## config.mk

```make
export PLATFORM = sky130hd
export DESIGN_NAME = seven_segment_scanner_flat
export DESIGN_NICKNAME = d
export VERILOG_FILES = /design/src/rtl/seven_segment_scanner_if.sv /design/src/rtl/seven_segment_scanner.sv /design/src/flat_wrapper.sv
export SDC_FILE = /design/constraint.sdc
export NUM_CORES = 1
export LEC_CHECK = 0
export CAP_MARGIN = 30
export CORE_MARGIN = 2
export CORE_UTILIZATION = 45
export DETAILED_ROUTE_END_ITERATION = 7
export PLACE_DENSITY = 0.69
export SLEW_MARGIN = 20
export SYNTH_ARGS = -nofsm -noshare
export SYNTH_HDL_FRONTEND = slang
export SYNTH_SLANG_ARGS = --single-unit
```

## constraint.sdc

```tcl
create_clock -name CLK -period 5.5 [get_ports CLK]
set_clock_uncertainty 0.15 [all_clocks]
set_input_delay 1.1 -clock CLK [delete_from_list [all_inputs] [get_ports CLK]]
set_output_delay 1.1 -clock CLK [all_outputs]
set_load 0.01 [all_outputs]
```

## src/rtl/seven_segment_scanner_if.sv

```systemverilog
// Pin-side bundle of the seven-segment scanner. The master drives the data and strobe
// inputs; the slave drives the anode, segment and frame outputs.
interface seven_segment_scanner_if #(
  parameter int NUM_DIGITS = 4
);
  logic [4*NUM_DIGITS-1:0] VALUE;
  logic [NUM_DIGITS-1:0]   DP;
  logic [NUM_DIGITS-1:0]   BLINK_EN;
  logic                    LOAD;
  logic                    BLANK_LZ;
  logic [NUM_DIGITS-1:0]   ANODE;
  logic [7:0]              SEGMENT;
  logic                    FRAME;

  modport master (
    output VALUE, DP, BLINK_EN, LOAD, BLANK_LZ,
    input  ANODE, SEGMENT, FRAME
  );

  modport slave (
    input  VALUE, DP, BLINK_EN, LOAD, BLANK_LZ,
    output ANODE, SEGMENT, FRAME
  );
endinterface

```

## src/rtl/seven_segment_scanner.sv

```systemverilog
// Time-multiplexed common-anode seven-segment driver: shadowed hex value, internal decode,
// leading-zero blanking and per-digit blinking, with registered anode/segment outputs.
module seven_segment_scanner #(
  parameter int NUM_DIGITS   = 4,
  parameter int REFRESH_DIV  = 100000,
  parameter int BLINK_FRAMES = 64
) (
  input logic CLK,
  input logic RST,
  seven_segment_scanner_if.slave bus
);
  localparam int CW = (REFRESH_DIV > 1) ? $clog2(REFRESH_DIV) : 1;
  localparam int IW = (NUM_DIGITS > 1) ? $clog2(NUM_DIGITS) : 1;
  localparam int FW = (BLINK_FRAMES > 1) ? $clog2(BLINK_FRAMES) : 1;

  localparam logic [CW-1:0] CNT_LAST  = CW'(REFRESH_DIV - 1);
  localparam logic [IW-1:0] IDX_LAST  = IW'(NUM_DIGITS - 1);
  localparam logic [FW-1:0] FCNT_LAST = FW'(BLINK_FRAMES - 1);

  function automatic logic [6:0] decode_hex(input logic [3:0] nib);
    logic [6:0] seg;
    case (nib)
      4'h0: seg = 7'h40;  4'h1: seg = 7'h79;  4'h2: seg = 7'h24;  4'h3: seg = 7'h30;
      4'h4: seg = 7'h19;  4'h5: seg = 7'h12;  4'h6: seg = 7'h02;  4'h7: seg = 7'h78;
      4'h8: seg = 7'h00;  4'h9: seg = 7'h10;  4'hA: seg = 7'h08;  4'hB: seg = 7'h03;
      4'hC: seg = 7'h46;  4'hD: seg = 7'h21;  4'hE: seg = 7'h06;  default: seg = 7'h0E;
    endcase
    return seg;
  endfunction

  // Bit i set when nibble i and every nibble above it are zero; digit 0 is never blanked.
  function automatic logic [NUM_DIGITS-1:0] lz_mask(input logic [4*NUM_DIGITS-1:0] v);
    logic [NUM_DIGITS-1:0] m;
    logic                  all_zero;
    m        = '0;
    all_zero = 1'b1;
    for (int i = NUM_DIGITS - 1; i > 0; i--) begin
      all_zero = all_zero & (v[4*i +: 4] == 4'h0);
      m[i]     = all_zero;
    end
    return m;
  endfunction

  function automatic logic [7:0] compose_segment(input logic [3:0] nib, input logic dp,
                                                 input logic blank, input logic blink_off);
    logic [7:0] seg;
    if (blink_off)  seg = 8'hFF;
    else if (blank) seg = {~dp, 7'h7F};
    else            seg = {~dp, decode_hex(nib)};
    return seg;
  endfunction

  // Stage 0: scan counters, blink phase and shadow registers
  logic [CW-1:0]           cnt_p0;
  logic [IW-1:0]           idx_p0;
  logic [FW-1:0]           fcnt_p0;
  logic                    phase_p0;
  logic [4*NUM_DIGITS-1:0] value_p0;
  logic [NUM_DIGITS-1:0]   dp_p0;
  logic [NUM_DIGITS-1:0]   blink_p0;

  logic step_p0;
  logic wrap_p0;

  assign step_p0 = (cnt_p0 == CNT_LAST);
  assign wrap_p0 = step_p0 && (idx_p0 == IDX_LAST);

  always_ff @(posedge CLK) begin
    if (RST) begin
      cnt_p0   <= '0;
      idx_p0   <= '0;
      fcnt_p0  <= '0;
      phase_p0 <= 1'b0;
      value_p0 <= '0;
      dp_p0    <= '0;
      blink_p0 <= '0;
    end else begin
      cnt_p0 <= step_p0 ? '0 : cnt_p0 + 1'b1;
      if (step_p0) idx_p0 <= (idx_p0 == IDX_LAST) ? '0 : idx_p0 + 1'b1;
      if (wrap_p0) begin
        if (fcnt_p0 == FCNT_LAST) begin
          fcnt_p0  <= '0;
          phase_p0 <= ~phase_p0;
        end else begin
          fcnt_p0 <= fcnt_p0 + 1'b1;
        end
      end
      if (bus.LOAD) begin
        value_p0 <= bus.VALUE;
        dp_p0    <= bus.DP;
        blink_p0 <= bus.BLINK_EN;
      end
    end
  end

  logic [3:0]            nibs_p0 [NUM_DIGITS];
  logic [NUM_DIGITS-1:0] blank_p0;
  logic [7:0]            seg_next_p0;

  always_comb begin
    for (int i = 0; i < NUM_DIGITS; i++) nibs_p0[i] = value_p0[4*i +: 4];
    blank_p0    = bus.BLANK_LZ ? lz_mask(value_p0) : '0;
    seg_next_p0 = compose_segment(nibs_p0[idx_p0], dp_p0[idx_p0], blank_p0[idx_p0],
                                  phase_p0 && blink_p0[idx_p0]);
  end

  // Stage 1: registered pin drivers
  logic [NUM_DIGITS-1:0] anode_p1;
  logic [7:0]            segment_p1;
  logic                  frame_p1;

  always_ff @(posedge CLK) begin
    if (RST) begin
      anode_p1   <= '1;
      segment_p1 <= 8'hFF;
      frame_p1   <= 1'b0;
    end else begin
      anode_p1   <= ~(NUM_DIGITS'(1) << idx_p0);
      segment_p1 <= seg_next_p0;
      frame_p1   <= wrap_p0;
    end
  end

  assign bus.ANODE   = anode_p1;
  assign bus.SEGMENT = segment_p1;
  assign bus.FRAME   = frame_p1;
endmodule

```

## src/flat_wrapper.sv

```systemverilog
// flat-port wrapper written by rule: the top's interface ports become plain ports
module seven_segment_scanner_flat 
#(
  parameter int NUM_DIGITS   = 4,
  parameter int REFRESH_DIV  = 100000,
  parameter int BLINK_FRAMES = 64
)
  (CLK, RST, bus_VALUE, bus_DP, bus_BLINK_EN, bus_LOAD, bus_BLANK_LZ, bus_ANODE, bus_SEGMENT, bus_FRAME);
  seven_segment_scanner_if #(.NUM_DIGITS(NUM_DIGITS)) bus_i ();
  input logic CLK;
  input logic RST;
  input wire logic [$bits(bus_i.VALUE)-1:0] bus_VALUE;
  input wire logic [$bits(bus_i.DP)-1:0] bus_DP;
  input wire logic [$bits(bus_i.BLINK_EN)-1:0] bus_BLINK_EN;
  input wire logic [$bits(bus_i.LOAD)-1:0] bus_LOAD;
  input wire logic [$bits(bus_i.BLANK_LZ)-1:0] bus_BLANK_LZ;
  output wire logic [$bits(bus_i.ANODE)-1:0] bus_ANODE;
  output wire logic [$bits(bus_i.SEGMENT)-1:0] bus_SEGMENT;
  output wire logic [$bits(bus_i.FRAME)-1:0] bus_FRAME;
  assign bus_i.VALUE = bus_VALUE;
  assign bus_i.DP = bus_DP;
  assign bus_i.BLINK_EN = bus_BLINK_EN;
  assign bus_i.LOAD = bus_LOAD;
  assign bus_i.BLANK_LZ = bus_BLANK_LZ;
  assign bus_ANODE = bus_i.ANODE;
  assign bus_SEGMENT = bus_i.SEGMENT;
  assign bus_FRAME = bus_i.FRAME;
  seven_segment_scanner #(.NUM_DIGITS(NUM_DIGITS), .REFRESH_DIV(REFRESH_DIV), .BLINK_FRAMES(BLINK_FRAMES)) u_core (.CLK(CLK), .RST(RST), .bus(bus_i));
endmodule
```

==> metrics <==
Final min period 2480 ps; initial antenna violation count 0; Sink Count 63; CP max stage cell or2b_1; DR pass1 iterations 4; CTS max path bufs 2; Clock Root Buffer clkbuf_8; Initial Util 0.464; CTS buffer count 9; post-CTS sizing 0; Die ar. 7210 sq um; largest net degree at the start of global routing 42; Syn Nets 345; post-route ant nets 0; vias in the first global route 2053; share of cells above drive strength 1 0.0867; Sum Neg Setup Slack 0 ps; switching pwr 0.223 mW; Final Hold Fails 0; Crit. Startpoint RST; Setup WS pre-CTS 2650 ps; FF/Latch Area 1260 sq um; P&R area growth vs syn 21.1%; HPWL after detailed placement 3850 um; Pwr Density 272 nW/um^2; Rel. slew slack 0.526; Yosys top cell area share 0.428; sequential share of the synthesized area 0.428; worst r2r src u_core.idx_p0[0]; DP Cell Count 407; clk slew on worst S/H paths 70 ps; # port buffers 40; Worst VDD drop 0.000179 V; num rows 29; nets 381; synth warn 0; Post-synth EDFFs 0; syn_area_per_cell 9.65 sq um; Post-Layout Cell Count 423; Vert. Die Dim 84.9 um; postcts setup bufs 0; Hold Crit Start u_core.cnt_p0[0]; combinational share of power 0.095; average wire per cell in the routed design 13.0 um; Pint 0.746 mW; Async S/R FF share, synth 0; final setup margin 3020 ps; Syn Std Cell Area 2940 sq um; Max Freq 403 MHz; number of fillers in the final layout 581; antenna cells 0; top cells by area, synth dfxtp_1 43%, mux2i_1 11%, nor2_1 6.4%; clk_lat worst skew 340 ps; worst path cell trace clkdlybuf4s50_1 -> buf_4 -> or2b_1 -> nor2_1; Final GP Congestion 0.775; commonest non-fill, non-tap cells in the layout 63 x dfxtp_1, 50 x nor2_1, 40 x clkdlybuf4s50_1, 31 x mux2i_1, 13 x a21oi_1; crit path kind input port to register; Post-Syn Instances 305; worst slew pin tran 710 ps; gr usage total 0.165; Critical Path Max Stage Delay 520 ps; Routed WL 5500 um; chip width 84.9 um; Ports 41; Max Cap Viol 0; outcome finished, final reports clean; area of the multi-input gates 1560 sq um; drc violations 0; GRT overflow 0; first-pass GRT wire length 9540 um; Flop pwr share 0.500; CP required 5560 ps; # hold bufs at CTS 0; Cell variety after synth 43; Worst setup SP type input port; Core ar. 6350 sq um; H-tree lvl count 3; via count 2223; CTS tree done; Tcrit/Tclk final 0.451; WP data arrival 2540 ps; Hold WC Path Type register to register; clock power share 0.405; Iter 0 DRT Violations 87; most common cell after layout, fill and taps aside dfxtp_1; Slew Viols, Final 0; ys flop type dfxtp_1; Vias/cell 5.26; leakage power 1.35 nW; Setup violations, final 0; Critical Path Fanout Max 41; #FFs+latches synth 63; RSZ-0062 raised after global routing false; post-synth top area cell dfxtp_1; Switching Share 0.230; crit end category register
==> power by group through the flow <==
| stage | Sequential, mW | Combinational (mW) | Clock, mW |
|---|---|---|---|
| floorplan | 0.495 | 0.0510 | 0 |
| global placement | 0.495 | 0.0917 | 0 |
| detailed placement | 0.495 | 0.0927 | 0 |
| CTS | 0.485 | 0.0930 | 0.401 |
| global route | 0.487 | 0.103 | 0.420 |
| finish | 0.485 | 0.0921 | 0.392 |
==> kinds of logic after synthesis <==
group                    synth area share
XOR/XNOR                           0.0446
AND/OR/NAND/NOR                     0.211
flip-flops                          0.428
buffers and inverters              0.0404
multiplexers                        0.159
AO/OA/AOI/OAI                      0.0659
adder cells (fa/ha/maj)            0.0510
==> routing by layer <==
metal,track usage,routed length (um)
met1,0.230,2750
met2,0.242,2450
met3,0.0331,191
met4,0.0866,120
met5,0,0
==> critical path, delay by kind of cell <==
kind / cells / cell delay, ps
AND/OR/NAND/NOR: 2 / 630
buffers and inverters: 2 / 800
==> final timing paths <==
kind	to	slack (ps)	cells after the start
max	u_core.cnt_p0[9]	3020	4
min	u_core.cnt_p0[0]	320	1
min reg2reg	u_core.cnt_p0[0]	320	1
max reg2reg	u_core.bus.SEGMENT[3]	3080	7
==> area by class of cell <==
cell class / instances / share of cell area
Clock buffer: 12 / 0.0407
Clock inverter: 4 / 0.0126
Inverter: 10 / 0.0105
Multi-Input combinational cell: 215 / 0.439
Sequential cell: 63 / 0.354
Tap cell: 77 / 0.0270
Timing Repair Buffer: 42 / 0.117
==> through the flow <==
stage	total power [mW]	instance area, sq um	util	hold slack (ps)
3_5_place_dp	0.588	3370	0.531	310
6_report	0.969	3560	0.561	317
4_1_cts	0.979	3560	0.561	326
2_1_floorplan	0.546	2940	-	280
3_3_place_gp	0.586	3370	0.531	292
5_1_grt	1.01	3560	0.561	354
==> state kept, by name (all words and copies together), names as in the netlist <==
signal / cells
u_core.fcnt_p0: 6
u_core.cnt_p0: 17
u_core.idx_p0: 2
u_core.bus.FRAME: 1
u_core.phase_p0: 1
u_core.bus.ANODE: 4
u_core.blink_p0: 4
u_core.value_p0: 16
u_core.bus.SEGMENT: 8
u_core.dp_p0: 4
==> synthesized netlist by cell type (4+ instances only) <==
library cell and instances:
nand3_1 10, inv_1 10, mux2i_1 31, nor4_1 5, nand2b_1 6, xor2_1 9, and4_1 4, buf_2 5
ha_1 12, nor3_1 4, clkbuf_1 8, nand4_1 5, dfxtp_1 63, o21ai_0 6, xnor2_1 6, nand2_1 12
o31ai_1 4, mux4_2 6, a21oi_1 13, nor2_1 50
Power figures use the tool's default switching activity.
